<file path="config.mk">
export PLATFORM = sky130hd
export DESIGN_NAME = distance_sensor_frontend
export DESIGN_NICKNAME = d
export VERILOG_FILES = /design/src/rtl/distance_sensor_frontend.sv
export SDC_FILE = /design/constraint.sdc
export NUM_CORES = 1
export LEC_CHECK = 0
export ABC_CLOCK_PERIOD_IN_PS = 1700
export CAP_MARGIN = 10
export CELL_PAD_IN_SITES_DETAIL_PLACEMENT = 0
export CELL_PAD_IN_SITES_GLOBAL_PLACEMENT = 1
export CORE_ASPECT_RATIO = 0.75
export CORE_MARGIN = 2
export CORE_UTILIZATION = 25
export CTS_CLUSTER_SIZE = 20
export DETAILED_ROUTE_END_ITERATION = 12
export PLACE_DENSITY = 0.5
export SYNTH_ARGS = -nofsm -noshare
export SYNTH_HDL_FRONTEND = slang
export SYNTH_SLANG_ARGS = --single-unit
</file>
<file path="constraint.sdc">
create_clock -name clk -period 1.7 [get_ports clk]
set_input_delay 0.17 -clock clk [delete_from_list [all_inputs] [get_ports clk]]
set_output_delay 0.17 -clock clk [all_outputs]
set_load 0.02 [all_outputs]
</file>
<file path="src/rtl/distance_sensor_frontend.sv">
// Ultrasonic ranging front end: fires a periodic trigger, times the echo pulse and publishes
// the distance in cm. Any sensor timeout publishes 0 so the consumer treats the car as too close.
module distance_sensor_frontend #(
  parameter int unsigned TRIG_CYCLES    = 10,
  parameter int unsigned TICKS_PER_CM   = 58,
  parameter int unsigned TIMEOUT_CYCLES = 25000,
  parameter int unsigned PERIOD_CYCLES  = 60000
) (
  input  logic       clk,
  input  logic       rst,
  input  logic       enable,
  input  logic       echo,
  output logic       trig,
  output logic [6:0] leading_distance,
  output logic       dist_valid,
  output logic       timeout_err
);

  localparam int unsigned PW = $clog2(PERIOD_CYCLES);
  localparam int unsigned TW = $clog2(TIMEOUT_CYCLES + 1);
  localparam int unsigned KW = (TICKS_PER_CM > 1) ? $clog2(TICKS_PER_CM) : 1;

  localparam logic [PW-1:0] PeriodLast  = PW'(PERIOD_CYCLES - 1);
  localparam logic [PW-1:0] TrigLast    = PW'(TRIG_CYCLES - 1);
  localparam logic [TW-1:0] TimeoutLast = TW'(TIMEOUT_CYCLES - 1);
  localparam logic [KW-1:0] TickLast    = KW'(TICKS_PER_CM - 1);
  localparam logic [6:0]    CmMax       = 7'd127;

  typedef enum logic [2:0] {
    StIdle,
    StTrig,
    StWaitEcho,
    StMeasure,
    StHold
  } state_e;

  state_e        state_q, state_d;
  logic [PW-1:0] period_q, period_d;
  logic [TW-1:0] timer_q, timer_d;
  logic [KW-1:0] tick_q, tick_d;
  logic [6:0]    cm_q, cm_d;
  logic [6:0]    dist_q, dist_d;
  logic          valid_q, valid_d;
  logic          terr_q, terr_d;

  logic          echo_m, echo_s, echo_s_prev;
  logic          echo_rise, echo_fall;
  logic [KW-1:0] tick_adv;
  logic [6:0]    cm_adv;

  always_ff @(posedge clk or negedge rst) begin
    if (!rst) begin
      echo_m      <= 1'b0;
      echo_s      <= 1'b0;
      echo_s_prev <= 1'b0;
    end else begin
      echo_m      <= echo;
      echo_s      <= echo_m;
      echo_s_prev <= echo_s;
    end
  end

  assign echo_rise = echo_s & ~echo_s_prev;
  assign echo_fall = ~echo_s & echo_s_prev;

  // Counting is done on echo_s_prev so the edge cycle that entered MEASURE and the last
  // high cycle seen at the falling edge are both included: exactly N ticks for N high cycles.
  always_comb begin
    tick_adv = tick_q + KW'(1);
    cm_adv   = cm_q;
    if (tick_q == TickLast) begin
      tick_adv = '0;
      cm_adv   = (cm_q == CmMax) ? cm_q : cm_q + 7'd1;
    end
  end

  always_comb begin
    state_d  = state_q;
    period_d = (state_q == StIdle) ? period_q : period_q + PW'(1);
    timer_d  = timer_q;
    tick_d   = tick_q;
    cm_d     = cm_q;
    dist_d   = dist_q;
    valid_d  = 1'b0;
    terr_d   = 1'b0;

    unique case (state_q)
      StIdle: begin
        if (enable) begin
          state_d  = StTrig;
          period_d = '0;
        end
      end
      StTrig: begin
        if (period_q == TrigLast) begin
          state_d = StWaitEcho;
          timer_d = '0;
        end
      end
      StWaitEcho: begin
        if (echo_rise) begin
          state_d = StMeasure;
          cm_d    = '0;
          tick_d  = '0;
          timer_d = TW'(1);  // the edge cycle is already the first high cycle
        end else if (timer_q == TimeoutLast) begin
          state_d = StHold;
          dist_d  = '0;
          valid_d = 1'b1;
          terr_d  = 1'b1;
        end else begin
          timer_d = timer_q + TW'(1);
        end
      end
      StMeasure: begin
        if (echo_fall) begin
          state_d = StHold;
          dist_d  = cm_adv;
          valid_d = 1'b1;
        end else if (timer_q == TimeoutLast) begin
          state_d = StHold;
          dist_d  = '0;
          valid_d = 1'b1;
          terr_d  = 1'b1;
        end else begin
          tick_d  = tick_adv;
          cm_d    = cm_adv;
          timer_d = timer_q + TW'(1);
        end
      end
      StHold: begin
        if (period_q == PeriodLast) begin
          state_d  = enable ? StTrig : StIdle;
          period_d = '0;
        end
      end
      default: state_d = StIdle;
    endcase
  end

  always_ff @(posedge clk or negedge rst) begin
    if (!rst) begin
      state_q  <= StIdle;
      period_q <= '0;
      timer_q  <= '0;
      tick_q   <= '0;
      cm_q     <= '0;
      dist_q   <= '0;
      valid_q  <= 1'b0;
      terr_q   <= 1'b0;
    end else begin
      state_q  <= state_d;
      period_q <= period_d;
      timer_q  <= timer_d;
      tick_q   <= tick_d;
      cm_q     <= cm_d;
      dist_q   <= dist_d;
      valid_q  <= valid_d;
      terr_q   <= terr_d;
    end
  end

  assign trig             = (state_q == StTrig);
  assign leading_distance = dist_q;
  assign dist_valid       = valid_q;
  assign timeout_err      = terr_q;

endmodule

</file>
==> results of run 1 <==
==> flip-flops by register name, summed over array words and instances, names as in the netlist <==
| register | flops |
|---|---|
| leading_distance | 7 |
| echo_s_prev | 1 |
| echo_s | 1 |
| state_q | 3 |
| tick_q | 6 |
| period_q | 16 |
| cm_q | 7 |
| dist_valid | 1 |
| echo_m | 1 |
| timer_q | 15 |
| timeout_err | 1 |
==> kinds of logic (layout without fill, tap and decap cells) <==
logic type,Yosys count,after routing,synth area share
buffers and inverters,21,149,0.0309
adders and majority gates,6,6,0.0235
xor gates and xnor gates,10,10,0.0274
and+or+nand+nor,140,140,0.257
DFF,59,59,0.462
AOI/OAI and AO/OA,94,94,0.187
muxes,4,4,0.0129
==> layout make-up <==
cell class / instances / area [um2]
Clock buffer: 13 / 270
Clock inverter: 2 / 10.0
Fill cell: 1227 / 7410
Inverter: 9 / 33.8
Multi-Input combinational cell: 254 / 1920
Sequential cell: 59 / 1480
Tap cell: 166 / 208
Timing Repair Buffer: 125 / 1060
==> worst max path at each step <==
stage	end	slack, ns	cells after the start
finish	timer_q[7]	-0.07	7
floorplan	timer_q[1]	0.008	6
detailed placement	timer_q[11]	-0.19	7
global route	timer_q[2]	-0.23	8
global placement	timer_q[1]	-0.15	5
CTS	timer_q[2]	-0.08	8
==> power groups by stage <==
stage / logic (mW) / clock network [mW] / registers (mW)
floorplan: 0.280 / 0 / 1.69
global placement: 0.721 / 0 / 1.67
detailed placement: 0.707 / 0 / 1.67
CTS: 0.762 / 1.77 / 1.66
global route: 0.866 / 1.83 / 1.69
finish: 0.795 / 1.73 / 1.67
==> layer usage <==
metal	vias up	part of all wire	wire, um
met1	1421	0.53	4820
met4	0	0.013	121
met5	-	0	0
met2	34	0.43	3930
li1	1490	-	-
met3	11	0.032	294
==> metrics by stage <==
step / hold WS [ns] / instance area, um2
2_1_floorplan: -0.126 / 3210
3_3_place_gp: 0.165 / 4240
3_5_place_dp: 0.164 / 4240
4_1_cts: 0.268 / 4670
5_1_grt: 0.291 / 4980
6_report: 0.281 / 4980
==> timing repair <==
action                                  CTS  global route
pin swaps                                23            27
endpoints found under the setup margin   46            50
buffers inserted                          5             7
endpoints found under the hold margin    16             0
gates cloned                              1             1
hold buffers                              1             0
gates resized for setup                  29            57
==> critical path: cells and delay by family, from the launching register on <==
| kind | cells | cell delay, ns |
|---|---|---|
| buf+inv | 3 | 0.46 |
| flops | 1 | 0.40 |
| compound gates | 2 | 0.33 |
| simple gates | 2 | 0.47 |
==> Yosys cell counts (2+ instances only) <==
library cell	instances
a211o_1	3
a21boi_0	3
a21o_1	6
a21oi_1	21
a21oi_2	2
a31o_2	2
a31oi_1	14
and2_1	2
and3_1	6
and3b_1	2
and4_1	3
buf_2	5
buf_4	3
clkbuf_1	2
clkbuf_2	2
dfrtp_1	59
ha_1	6
inv_1	9
mux2i_1	3
nand2_1	31
nand2b_1	4
nand3_1	20
nand4_1	8
nor2_1	27
nor3_1	6
nor3_4	2
nor3b_1	2
nor4_1	4
nor4b_1	3
o211ai_1	3
o21a_1	2
o21ai_0	22
o21ai_1	4
o31ai_1	2
or3_1	4
or3b_1	2
xnor2_1	3
xor2_1	7
==> results.yml, run 1 <==
worst_setup_path:
  critPathSlowestCell: "dfrtp_1"
  cp-start-kind: "flip-flop"
  path_max_fanout: 5
  crit_start: "period_q[2]"
  worstReg2RegEnd: "timer_q[7]"
  cpPeakStageDelay_ns: 0.40
  arrival_ns: 1.98
  crit_chain: "nor4b_2 > buf_4 > nand4_1 > a21oi_2 > buf_6 > clkbuf_16 > a31oi_4"
  reg2regPathDepth: 7
  r2r_slack_ns: -0.07
  reg2reg_from: "period_q[2]"
  endpoint_kind: "flip-flop"
  critPathKind: "flip-flop to flip-flop"
  crit_required_ns: 1.91
min_path:
  holdPathStages: 1
  min_from: "echo"
  hp-class: "input port to flip-flop"
  whs_endpoint: "echo_m"
sta:
  slew_viol_final: 0
  tightestPinTransition_ns: 0.480
  max_freq_ghz: 0.565
  rsz0062_at_grt: "yes"
  hold_viol: 0
  tns_ns: -0.915
  max_slew_margin: 0.680
  finalSetupViolations: 23
  setup_slack_ns: -0.0710
  fin_crit_sh: 1.04
  min_period_ns: 1.77
  fin_skew_ns: 0.00614
power_and_ir_drop:
  p_clk_frac: 0.411
  power_frac_seq: 0.399
  p_switching_mw: 1.11
  p_int_mw: 3.08
  power.total_mw: 4.19
  power_leakage_nw: 2.19
  p_per_area_mw_per_mm2: 842
  ir_drop_uv: 575
  swShare: 0.265
  combPwrFrac: 0.190
placed_design:
  gp_congestion: 0.846
  portBuffers: 13
  place_ws_ns: -0.189
  dpl.hpwl_mm: 6.49
  post-place-cells: 598
routing:
  ant_nets: 0
  wl_per_cell_um: 14.6
  drt_iter0_markers: 159
  drt_wl_total_mm: 9.16
  drcViolationCount: 0
  drt_pass1_iterations: 4
  vias: 2956
  vias_per_cell: 4.71
floorplan:
  die_area_mm2: 0.0137
  coreArea_mm2: 0.0124
  row_count: 35
  die_y_um: 102
  ioPinCount: 14
  initial_core_util: 0.258
  chipWidth_um: 135
logic_synthesis:
  ys_ff_latch: 59
  syn_area_per_cell_um2: 9.58
  ys.flop_type: "dfrtp_1"
  yosysUniqueCellTypes: 63
  yosys.area.top_type: "dfrtp_1"
  async_flop_share: 1.00
  synth_area_leaders: "dfrtp_1 (46%), nand2_1 (3.6%), o21ai_0 (3.4%)"
  synth_top_area_frac: 0.462
  synth_area_mm2: 0.00320
  seq_area_frac_synth: 0.462
  synthCells: 334
  yosysWarningCount: 0
  synth_edf_count: 0
  synth_nets: 344
finish:
  utilization: 0.402
  syn2layout_area_growth_pct: 55.8
  antennaDiodeCount: 0
  nets: 468
  layout-drive-gt1-share: 0.416
  layout_commonest_cell: "buf_4"
  layout.cells.non_filler: 628
  most-common-layout-cells: "buf_4 (98), dfrtp_1 (55), nand2_1 (28)"
clock_tree:
  clk_latency_ns: 0.33
  clkTransAtPathRegs_ns: 0.05
  cts-root-buf: "clkbuf_16"
  cts_tree: "yes"
  cts_sinks: 59
  cts_made_buffers: 9
  htree_levels: 3
  cts_buffer_depth: 2
global_routing:
  grt_max_degree: 32
  grtUsageMet1: 0.213
  gr-total-overflow: 0
  antenna_found_initial: 0
  grtUsageMet3: 0.0362
  met2_usage: 0.197
  grt_pass1_vias: 2861
  track_usage: 0.142
  grt_pass1_wl_mm: 15.0
  busiest_layer: "met1"
outcome:
  status: "complete, but fails checks"
  violations: "setup timing"
job:
  cap_violations: 0
No activity file was read; power rests on OpenSTA's default activity.
==> run 2: changes to the inputs <==
--- a/config.mk
+++ b/config.mk
@@ -11,10 +11,10 @@
 export CELL_PAD_IN_SITES_GLOBAL_PLACEMENT = 1
 export CORE_ASPECT_RATIO = 0.75
 export CORE_MARGIN = 2
-export CORE_UTILIZATION = 25
+export CORE_UTILIZATION = 43
 export CTS_CLUSTER_SIZE = 20
 export DETAILED_ROUTE_END_ITERATION = 12
-export PLACE_DENSITY = 0.5
+export PLACE_DENSITY = 0.77
 export SYNTH_ARGS = -nofsm -noshare
 export SYNTH_HDL_FRONTEND = slang
 export SYNTH_SLANG_ARGS = --single-unit
==> results.yml, run 2 (synthesized netlist as in run 1, its figures left out) <==
outcome:
  status: "complete, but fails checks"
  violations: "setup timing"
sta:
  finalSetupViolations: 31
  tightestPinTransition_ns: 0.357
  fin_crit_sh: 1.05
  rsz0062_at_grt: "yes"
  max_slew_margin: 0.760
  hold_viol: 0
  slew_viol_final: 0
  min_period_ns: 1.78
  hold_ws_ns: 0.264
  max_freq_ghz: 0.560
  setup_slack_ns: -0.0843
  fin_skew_ns: 0.00866
finish:
  top_regs: "period_q x16, timer_q x15"
  antennaDiodeCount: 0
  syn2layout_area_growth_pct: 47.0
  largest_register_ffs: 16
  layout_commonest_cell: "buf_4"
  final_area_mm2: 0.00470
  layout-drive-gt1-share: 0.401
  most-common-layout-cells: "buf_4 (81), dfrtp_1 (56), nand2_1 (27)"
  nets: 449
  fillers: 583
  top_register: "period_q"
worst_setup_path:
  critPathKind: "flip-flop to flip-flop"
  critPathSlowestCell: "dfrtp_1"
  cpPeakStageDelay_ns: 0.41
  crit_required_ns: 1.94
  path_max_fanout: 7
  endpoint_kind: "flip-flop"
  crit_chain: "inv_2 > ha_4 > nor4b_4 > nand4_1 > a21oi_2 > buf_6 > a21boi_4 > o21ai_1"
  arrival_ns: 2.02
  cp-start-kind: "flip-flop"
routing:
  vias: 2977
  ant_nets: 0
  vias_per_cell: 5.46
  wl_met1_mm: 4.18
  drt_pass1_iterations: 4
  drt_iter0_markers: 128
  drt_wl_total_mm: 8.63
  wl_per_cell_um: 15.8
  dr_wl_met2_mm: 4.09
  met3_length_um: 242
  drcViolationCount: 0
  top_layer_used: "met4"
global_routing:
  gr-total-overflow: 0
  grt_max_degree: 60
  track_usage: 0.225
  grt_pass1_vias: 2966
  grt_pass1_wl_mm: 14.6
  antenna_found_initial: 0
job:
  cap_violations: 0
power_and_ir_drop:
  p_per_area_mw_per_mm2: 879
  ir_drop_uv: 700
  power_leakage_nw: 2.05
floorplan:
  ioPinCount: 14
  row_count: 27
  initial_core_util: 0.440
  die_area_mm2: 0.00815
  die_y_um: 78.7
  coreArea_mm2: 0.00726
  chipWidth_um: 104
clock_tree:
  clk_latency_ns: 0.35
  cts_sinks: 59
  cts-root-buf: "clkbuf_8"
  htree_levels: 3
  cts_buffer_depth: 2
  clkTransAtPathRegs_ns: 0.07
  cts_tree: "yes"
  cts_made_buffers: 9
placed_design:
  dpl-instance-area_mm2: 0.00403
  portBuffers: 13
  gp_congestion: 0.803
  place_ws_ns: -0.125
  dpl.hpwl_mm: 5.77
min_path:
  hp-class: "input port to flip-flop"
[run 2: critical path, delay by kind of cell (launching register included)]
family	cells	cell delay (ns)
DFF	1	0.41
adders and majority gates	1	0.12
and+or+nand+nor	2	0.39
AOI/OAI and AO/OA	3	0.50
buffers and inverters	2	0.26
[run 2: per-stage QoR]
stage          cells   util  total power, mW  setup TNS [ns]
2_1_floorplan    334      -             1.97               0
3_3_place_gp     518  0.555             2.32           -1.57
3_5_place_dp     518  0.555             2.33           -2.60
4_1_cts          541  0.618             4.12          -0.103
5_1_grt          545  0.647             4.30           -5.10
6_report         545  0.647             4.13           -1.15
[run 2: report_power, final]
part | total, mW | internal (mW) | switching (mW) | leakage [nW]
Combinational | 0.730 | 0.394 | 0.336 | 1.15
Clock | 1.72 | 1.12 | 0.597 | 0.125
Sequential | 1.69 | 1.54 | 0.143 | 0.774
Total | 4.13 | 3.06 | 1.08 | 2.05
[run 2: routing by layer]
layer | vias to the layer above | GRT usage
li1 | 1450 | -
met5 | - | 0
met1 | 1466 | 0.307
met3 | 11 | 0.0457
met4 | 0 | 0.0703
met2 | 50 | 0.366
[run 2: worst paths after layout]
path | from | end | slack, ns | cells past startpoint
hold / removal | echo | echo_m | 0.26 | 1
max in group asynchronous | rst | period_q[0] | 1.05 | 3
setup reg to reg | period_q[1] | timer_q[10] | -0.08 | 8
setup / recovery | period_q[1] | timer_q[10] | -0.08 | 8
hold reg to reg | echo_m | echo_s | 0.37 | 0
min in group asynchronous | rst | timer_q[11] | 0.37 | 3
[run 2: final cells by class]
cell class	instances	area (um2)	share of cell area
repair buffers	105	868	0.185
inverters	9	33.8	0.00718
clock inverters	7	140	0.0298
flip-flops and latches	59	1480	0.315
well taps	101	126	0.0269
multi-input cells	255	1930	0.410
clock buffers	9	124	0.0263
[run 2: timing repair]
item	4_1_cts	5_1_grt
pin swaps	16	33
hold buffers	1	0
gates resized for setup	40	48
endpoints found under the setup margin	48	50
endpoints found under the hold margin	59	0
setup buffers	6	4
cloned	0	1
